$ cat src/rtl/fifo_pkg.sv
// rtl/fifo_pkg.sv - shared types and helpers for the FIFO read-side blocks
// Contents: clogb2() sizing helper, pack_state_e packer state encoding.
package fifo_pkg;

  // Bits needed to hold values 0..value-1 (ceil(log2(value))); 0 for value <= 1.
  function automatic int clogb2(input int value);
    int r;
    r = 0;
    for (int i = 0; i < 31; i++) begin
      if ((32'sd1 << i) < value) r = i + 1;
    end
    return r;
  endfunction

  typedef enum logic [1:0] {
    P_IDLE,
    P_FILL,
    P_PEND
  } pack_state_e;

endpackage

$ cat src/rtl/pack_idle_timer.sv
// rtl/pack_idle_timer.sv - saturating idle counter that flags a partial-word timeout
// Ports: clk, rst (async, active-high), run (count this cycle), clear (zero the count),
//        expired (this idle cycle is the TIMEOUT-th consecutive one; never set when TIMEOUT == 0).
module pack_idle_timer
  import fifo_pkg::*;
#(
  parameter int TIMEOUT = 16
) (
  input  logic clk,
  input  logic rst,
  input  logic run,
  input  logic clear,
  output logic expired
);

  // Width is forced to at least 1 so TIMEOUT == 0 still elaborates.
  localparam int TW = (clogb2(TIMEOUT + 1) < 1) ? 1 : clogb2(TIMEOUT + 1);
  localparam logic [TW-1:0] T_MAX  = TW'(TIMEOUT);
  localparam logic [TW-1:0] T_LAST = TW'((TIMEOUT == 0) ? 0 : TIMEOUT - 1);

  logic [TW-1:0] count_q;

  always_ff @(posedge clk or posedge rst) begin
    if (rst) begin
      count_q <= '0;
    end else if (clear) begin
      count_q <= '0;
    end else if (run && (count_q != T_MAX)) begin
      count_q <= count_q + 1'b1;
    end
  end

  // Combinational so the flush lands on the edge that closes the TIMEOUT-th idle cycle.
  assign expired = (TIMEOUT != 0) && run && (count_q >= T_LAST);

endmodule

$ cat src/rtl/fifo_rd_packer.sv
// rtl/fifo_rd_packer.sv - pops FIFO words and packs PACK_RATIO of them into one output word
// Ports: rd_clk, rst (async, active-high); FIFO side fifo_empty/fifo_data in, fifo_rd_en out
//        (combinational pop request); flush in; output stream m_data/m_keep/m_valid out, m_ready in.
module fifo_rd_packer
  import fifo_pkg::*;
#(
  parameter int DATA_WIDTH = 8,
  parameter int PACK_RATIO = 4,
  parameter int TIMEOUT    = 16
) (
  input  logic                             rd_clk,
  input  logic                             rst,
  input  logic                             fifo_empty,
  input  logic [DATA_WIDTH-1:0]            fifo_data,
  output logic                             fifo_rd_en,
  input  logic                             flush,
  output logic [DATA_WIDTH*PACK_RATIO-1:0] m_data,
  output logic [PACK_RATIO-1:0]            m_keep,
  output logic                             m_valid,
  input  logic                             m_ready
);

  localparam int CW = clogb2(PACK_RATIO + 1);
  localparam logic [CW-1:0] LANE_FULL = CW'(PACK_RATIO);

  pack_state_e                                state_q;
  logic [CW-1:0]                              lane_cnt_q;
  logic [PACK_RATIO-1:0][DATA_WIDTH-1:0]      acc_q;

  logic                                       pop;
  logic                                       out_free;
  logic                                       expired;
  logic                                       timer_run;
  logic                                       complete;
  logic                                       load;
  logic [CW-1:0]                              lane_cnt_nxt;
  logic [PACK_RATIO-1:0][DATA_WIDTH-1:0]      acc_nxt;
  logic [PACK_RATIO-1:0][DATA_WIDTH-1:0]      load_data;
  logic [PACK_RATIO-1:0]                      load_keep;

  assign fifo_rd_en = !fifo_empty && (state_q != P_PEND);
  assign pop        = fifo_rd_en && !fifo_empty;
  assign out_free   = !m_valid || m_ready;

  // Accumulator as it will look after this edge, so a word popped together with
  // the completion event is part of the emitted word.
  always_comb begin
    acc_nxt      = acc_q;
    lane_cnt_nxt = lane_cnt_q;
    if (pop) begin
      for (int i = 0; i < PACK_RATIO; i++) begin
        if (lane_cnt_q == CW'(i)) acc_nxt[i] = fifo_data;
      end
      lane_cnt_nxt = lane_cnt_q + 1'b1;
    end
  end

  // Lanes beyond the fill level may still hold an older word; mask them to zero.
  always_comb begin
    load_keep = '0;
    load_data = '0;
    for (int i = 0; i < PACK_RATIO; i++) begin
      load_keep[i] = (CW'(i) < lane_cnt_nxt);
      load_data[i] = load_keep[i] ? acc_nxt[i] : '0;
    end
  end

  assign complete  = (state_q == P_FILL) &&
                     ((lane_cnt_nxt == LANE_FULL) || flush || expired);
  assign load      = out_free && (complete || (state_q == P_PEND));
  assign timer_run = (state_q == P_FILL) && !pop;

  always_ff @(posedge rd_clk or posedge rst) begin
    if (rst) begin
      state_q    <= P_IDLE;
      lane_cnt_q <= '0;
      acc_q      <= '0;
      m_valid    <= 1'b0;
      m_data     <= '0;
      m_keep     <= '0;
    end else begin
      case (state_q)
        P_IDLE: begin
          if (pop) begin
            acc_q      <= acc_nxt;
            lane_cnt_q <= lane_cnt_nxt;
            state_q    <= P_FILL;
          end
        end
        P_FILL: begin
          acc_q      <= acc_nxt;
          lane_cnt_q <= lane_cnt_nxt;
          if (complete) begin
            if (out_free) begin
              lane_cnt_q <= '0;
              state_q    <= P_IDLE;
            end else begin
              state_q    <= P_PEND;
            end
          end
        end
        P_PEND: begin
          if (out_free) begin
            lane_cnt_q <= '0;
            state_q    <= P_IDLE;
          end
        end
        default: begin
          lane_cnt_q <= '0;
          state_q    <= P_IDLE;
        end
      endcase

      if (load) begin
        m_valid <= 1'b1;
        m_data  <= load_data;
        m_keep  <= load_keep;
      end else if (m_ready) begin
        m_valid <= 1'b0;
      end
    end
  end

  pack_idle_timer #(
    .TIMEOUT (TIMEOUT)
  ) u_idle_timer (
    .clk     (rd_clk),
    .rst     (rst),
    .run     (timer_run),
    .clear   (!timer_run),
    .expired (expired)
  );

endmodule
$ cat config.mk
export PLATFORM = sky130hd
export DESIGN_NAME = fifo_rd_packer
export DESIGN_NICKNAME = d
export VERILOG_FILES = /design/src/rtl/fifo_pkg.sv /design/src/rtl/pack_idle_timer.sv /design/src/rtl/fifo_rd_packer.sv
export SDC_FILE = /design/constraint.sdc
export NUM_CORES = 1
export LEC_CHECK = 0
export CAP_MARGIN = 25
export CORE_ASPECT_RATIO = 1.4
export CORE_MARGIN = 8
export CORE_UTILIZATION = 42
export DETAILED_ROUTE_END_ITERATION = 12
export SYNTH_ARGS = -nofsm -noshare
export SYNTH_HDL_FRONTEND = slang
export SYNTH_SLANG_ARGS = --single-unit
$ cat constraint.sdc
create_clock -name rd_clk -period 6.1 [get_ports rd_clk]
set_input_delay 1.22 -clock rd_clk [delete_from_list [all_inputs] [get_ports rd_clk]]
set_output_delay 1.22 -clock rd_clk [all_outputs]
set_load 0.05 [all_outputs]
==> impl_results.md, run 1 <==
* Number of DRC markers in iteration 0 at 205
* Post-route ant nets at 0
* Multi-input gate area at 2372 um2
* Antenna cells at 0
* # placed instances at 589
* Max Clk Rate at 224.0 MHz
* Most frequent cells in the layout: dfrtp_1, clkdlybuf4s50_1, mux2_2
* Crit path cell chain: clkdlybuf4s50_1 > nand2b_1 > inv_1 > clkdlybuf4s50_1
* Total Negative Setup Slacks at 0 ns
* Area grow syn2layout at 20.16%
* Min Tclk post-route at 4.465 ns
* Vias in the first global route at 3480
* Clk Latency, worst-skew pair at 0.34 ns
* First-pass GRT wire length at 18700 um
* Layout cells sized above 1 at 19.35%
* Crit path largest cell delay at roughly 0.8 ns
* P per Cell Area at 591.0 nW/um2
* Grt met2 use at between 20% and 30%
* Worst Path Buf+Inv at 3
* CTS clk-pin slew, worst paths at ~0.060 ns
* Total die area at around 14000 um2
* IO Port Bufs at 50
* Nets@finish at 482
* Remaining DRCs at 0
* RSZ-0062 raised after global routing: false
* CP most frequent cell: clkdlybuf4s50_1
* Ys Warns at 0
* Die W at 104.0 um
* Worst Tran Pin Value at approximately 0.82 ns
* Leakage at ~2.2 nW
* Core footprint at 10700 um2
* # IOs at 51
* Worst min path class: reg -> reg
* Fillers at 1006
* Die Y at 139.1 um
* Met3 Usage GRT at 3.488%
* Routed wire length per instance at 18.84 um
* Final Hold Vio Count at 0
* GR Overflow Total at 0
* TritonRoute pass-1 iters at 5
* Final Cycle Share at 73.20%
* Mapped cell area at 4549 um2
* Register area share after synthesis at between 40% and 50%
* Area leader, netlist: dfrtp_1
* Maximum capacitance violations at 0
* # resized after CTS at 0
* Critical Path AT at 3.25 ns
* Clock sinks at 79
* Non-Filler Instances at 606
* Synth Register Bits at 79
* Total number of vias at ~3500
* Worst-path cell with the longest stage delay: clkdlybuf4s50_1
* CP Launch Type: primary input
* Synth Instances at around 420
* Post-synth EDFFs at 0
* Initial antenna violation count at 0
* Inserted Clock Buffers at 9
* CTS tree: done
* Outcome: complete, no violations
* Ys flop type: dfrtp_1
* Synth top area cells: dfrtp_1, mux2_2, mux2i_1
* Gp weighted congestion at 0.8120
* Fin util at 51.10%
* Drt total wl at 11420 um
* Deepest clock path buffer count at 2
* Critical Path Sink Type: output port
* CTS root buffer: clkbuf_16
* Synth async-reset ratio at 100.0%
* Largest net degree at the start of global routing at 80
* Synth top area share at 43.45%
* Seq. cell area at 1977 um2
* Setup bufs post-CTS at 0
* Worst vdd ir at just under 400 uV
* Critical Path Fanout Max at 19
* Critical Path RT at 4.88 ns
* Post-Synthesis Net Count at 440
* Max-slew headroom at 45.09%
* Gr usage total at 15.93%
* H-tree depth at 3
* Commonest non-fill, non-tap cell in the layout: dfrtp_1
* GRT met1 Usage at 19.59%
* Final setup viols at 0
* Fin Clk Skew at 0.007931 ns
* Starting Density at 42.53%
* Synth unique cells at 58
* Busiest grt layer: met2
* Detail Placement HPWL at 7859 um
* Vias per cell at 5.741
* Cts hold-fix bufs at 0
* Mean Syn Cell Area at approximately 11 um2
* Critical path type: in -> out
* Row cnt at 45
* Slew Viols, Final at 0
* Cell family with most CP delay: buffers and inverters
[cells by family after synthesis]
logic type      Yosys count  synth area share (%)
compound gates           97                 18.87
xor+xnor                  4                0.7702
fa+ha+maj                 8                 2.200
buf+inv                  41                 4.400
flops                    79                 43.45
mux                      74                 17.60
simple gates            116                 12.71
[final timing paths]
path                              end  cells past startpoint           from  slack, ns
setup reg to reg           m_data[19]                      7  lane_cnt_q[0]       3.27
max in group asynchronous  m_data[19]                      4            rst       4.25
min in group asynchronous   m_data[3]                      3            rst       1.26
hold / removal             m_data[30]                      1     m_data[30]       0.50
setup / recovery           fifo_rd_en                      4     fifo_empty       1.63
hold reg to reg            m_data[30]                      1     m_data[30]       0.50
[power by group]
group	total, mW	internal, mW	switching, mW
Clock	0.540	0.318	0.222
Sequential	0.954	0.772	0.182
Combinational	1.74	0.698	1.04
Total	3.23	1.79	1.44
[routing by layer]
layer	routed length (um)	vias up	share of wire (%)
li1	-	1648	-
met1	4999	1745	44
met2	5768	73	51
met3	491	13	4.3
met4	158	0	1.4
met5	0	-	0
[state kept, by name, indices dropped and copies added, names as in the netlist]
signal,flops
acc_q,32
m_data,32
u_idle_timer.count_q,5
m_keep,4
lane_cnt_q,3
state_q,2
m_valid,1
[through the flow]
stage	power, mW	instance area (um2)	hold WS (ns)	worst slack [ns]
after floorplan	2.210	4549	0.4766	2.857
after global placement	2.662	5121	0.4865	1.670
after detailed placement	2.698	5136	0.4926	1.656
after CTS	3.251	5431	0.5074	1.649
after global routing	3.420	5466	0.5155	1.553
final	3.231	5466	0.5016	1.635
[cell type report]
type                            instances  share of cell area, %
Clock inverter                          6                  1.282
Tap cell                              141                  3.227
Clock buffer                            9                  4.120
Multi-Input combinational cell        299                  43.40
Inverter                               13                 0.9155
Timing Repair Buffer                   59                  10.89
Sequential cell                        79                  36.16
[cells in the mapped netlist, drive strengths merged (4+ instances only)]
| master | instances |
|---|---|
| nor2 | 42 |
| mux2 | 48 |
| nand3 | 4 |
| clkbuf | 12 |
| ha | 8 |
| a21boi | 8 |
| o211a | 9 |
| nor3 | 21 |
| mux2i | 26 |
| buf | 16 |
| nor4 | 9 |
| o22a | 8 |
| o21ai | 14 |
| a2111oi | 9 |
| a21oi | 11 |
| nand2 | 18 |
| and3 | 4 |
| o221ai | 9 |
| and2 | 4 |
| dfrtp | 79 |
| inv | 12 |
| a311oi | 10 |
Note: power is estimated with default switching activity, not from simulation.
==> run 2, diff against run 1 <==
==> constraint.sdc (replaced) <==
create_clock -name rd_clk -period 4.15 [get_ports rd_clk]
set_input_delay 0.83 -clock rd_clk [delete_from_list [all_inputs] [get_ports rd_clk]]
set_output_delay 0.83 -clock rd_clk [all_outputs]
set_load 0.05 [all_outputs]
==> impl_results.md, run 2 (synthesis results as in run 1) <==
* Outcome: complete, no violations
* Critical Path Fanout Max at 3 (-16)
* Detail Placement HPWL at 8067 um (+2.6%)
* Routed wire length per instance at 18.82 um (-0.13%)
* Total Negative Setup Slacks at 0 ns (unchanged)
* # placed instances at 591 (+0.34%)
* Largest net degree at the start of global routing at 39 (-51%)
* CP Launch Type: primary input
* Post-route ant nets at 0 (unchanged)
* Number of DRC markers in iteration 0 at 159 (-22%)
* Slew Viols, Final at 0 (unchanged)
* Setup Slack @ Placement at 0.9280 ns (-0.7284 ns)
* Commonest non-fill, non-tap cell in the layout: dfrtp_1
* Top flop regs: acc_q: 32 flops, m_data: 32 flops, u_idle_timer.count_q: 5 flops
* Critical Path RT at 3.32 ns (-1.56 ns)
* Die W at 104.0 um (unchanged)
* Maximum capacitance violations at 0 (unchanged)
* First-pass GRT wire length at 19040 um (+1.8%)
* Antenna cells at 0 (unchanged)
* Fin Clk Skew at 0.005987 ns (-0.001944 ns)
* GR Overflow Total at 0 (unchanged)
* Row cnt at 45 (unchanged)
* Deepest clock path buffer count at 2 (unchanged)
* Worst min path class: reg -> reg
* Setup bufs post-CTS at 0 (unchanged)
* Clock sinks at 79 (unchanged)
* Crit path cell chain: clkdlybuf4s50_1 > nand2b_1 > inv_1 > clkdlybuf4s50_1
* Gp weighted congestion at 0.8221 (+1.2%)
* Crit path largest cell delay at 0.79 ns (about the same)
* Vias in the first global route at 3605 (+3.6%)
* Clk Latency, worst-skew pair at 0.35 ns (about the same)
* # resized after CTS at 0 (unchanged)
* TritonRoute pass-1 iters at 4 (-1)
* CTS root buffer: clkbuf_16
* P per Cell Area at 868.9 nW/um2 (+47%)
* Fillers at 972 (-3.4%)
* Remaining DRCs at 0 (unchanged)
* Die Y at 139.1 um (unchanged)
* Worst vdd ir at 441.6 uV (+13%)
* CTS tree: done
* Total die area at 14470 um2 (unchanged)
* Inserted Clock Buffers at 9 (unchanged)
* Max-slew headroom at 45.32% (+0.23 points)
* Cell family with most CP delay: buffers and inverters
* Gr usage total at 16.30% (+0.37 points)
* Layout cells sized above 1 at 19.53% (+0.17 points)
* Max Clk Rate at 311.8 MHz
* Starting Density at 42.53% (unchanged)
* Critical path type: in -> out
* Cts hold-fix bufs at 0 (unchanged)
* CP most frequent cell: clkdlybuf4s50_1
* H-tree depth at 3 (unchanged)
* Total power at 4.724 mW (+46%)
* Worst-path cell with the longest stage delay: clkdlybuf4s50_1
* Final setup viols at 0 (unchanged)
* Non-Filler Instances at 607 (+0.17%)
* Min Tclk post-route at 3.207 ns
* Minimum hold slack at 0.5041 ns (+0.002527 ns)
* Critical Path Sink Type: output port
* Area grow syn2layout at 19.50%
* Core footprint at 10700 um2 (unchanged)
* Initial antenna violation count at 0 (unchanged)
* RSZ-0062 raised after global routing: false
* Vias per cell at 5.743 (about the same)
* Final Hold Vio Count at 0 (unchanged)
* IO Port Bufs at 50 (unchanged)
* Nets@finish at 482 (unchanged)
* Worst Path Buf+Inv at 3 (unchanged)
* Final Cycle Share at 77.28%
* Worst Tran Pin Value at 0.8139 ns (-0.003436 ns)
* Leakage at 2.203 nW (-0.68%)
* Most frequent cells in the layout: dfrtp_1, clkdlybuf4s50_1, mux2_2
* Total number of vias at 3486 (+0.20%)
* Final worst slack at 0.9427 ns (-0.6921 ns)
* Critical Path AT at 2.38 ns (-0.87 ns)
* Drt total wl at 11420 um (about the same)
* # IOs at 51 (unchanged)
* CTS clk-pin slew, worst paths at 0.06 ns (about the same)
==> run 2: cell types whose count changed in the layout (fill, tap and decap cells not counted), sizes merged <==
cell,change
clkinv,-1
inv,+1
bufinv,-1
clkinvlp,+1
clkbuf,+1
==> run 2: routing by layer <==
layer | track usage [%] | wire length (um)
met1 | 19.76 | 5039
met2 | 27.07 | 5697
met4 | 7.728 | 243
met3 | 3.209 | 442
met5 | 0 | 0
==> run 2: final cells by class <==
class	instances	area, um2	area share (%)
Clock buffer	10	239.0	4.396
Clock inverter	6	53.80	0.9896
Inverter	13	50.05	0.9206
Multi-Input combinational cell	299	2372	43.64
Sequential cell	79	1977	36.36
Tap cell	141	176.4	3.245
Timing Repair Buffer	59	568.0	10.45
==> run 2: final timing paths <==
check | from | to | slack, ns | cells after the start
worst min register to register | acc_q[3] | acc_q[3] | 0.50 | 1
worst max register to register | lane_cnt_q[0] | m_data[21] | 1.42 | 7
worst min-delay path | acc_q[3] | acc_q[3] | 0.50 | 1
worst max-delay path | fifo_empty | fifo_rd_en | 0.94 | 4
max in group asynchronous | rst | m_data[22] | 2.50 | 3
min in group asynchronous | rst | m_data[2] | 0.90 | 2
==> run 2: stage by stage <==
| stage | utilization, % | area, um2 |
|---|---|---|
| after floorplan | - | 4549 |
| after global placement | 48.08 | 5144 |
| after detailed placement | 48.08 | 5144 |
| after CTS | 50.82 | 5436 |
| after global routing | 50.82 | 5436 |
| final | 50.82 | 5436 |
==> run 2: report_power, final <==
group	internal [mW]	switching [mW]
sequential	1.13	0.271
combinational	1.02	1.52
clock	0.431	0.346
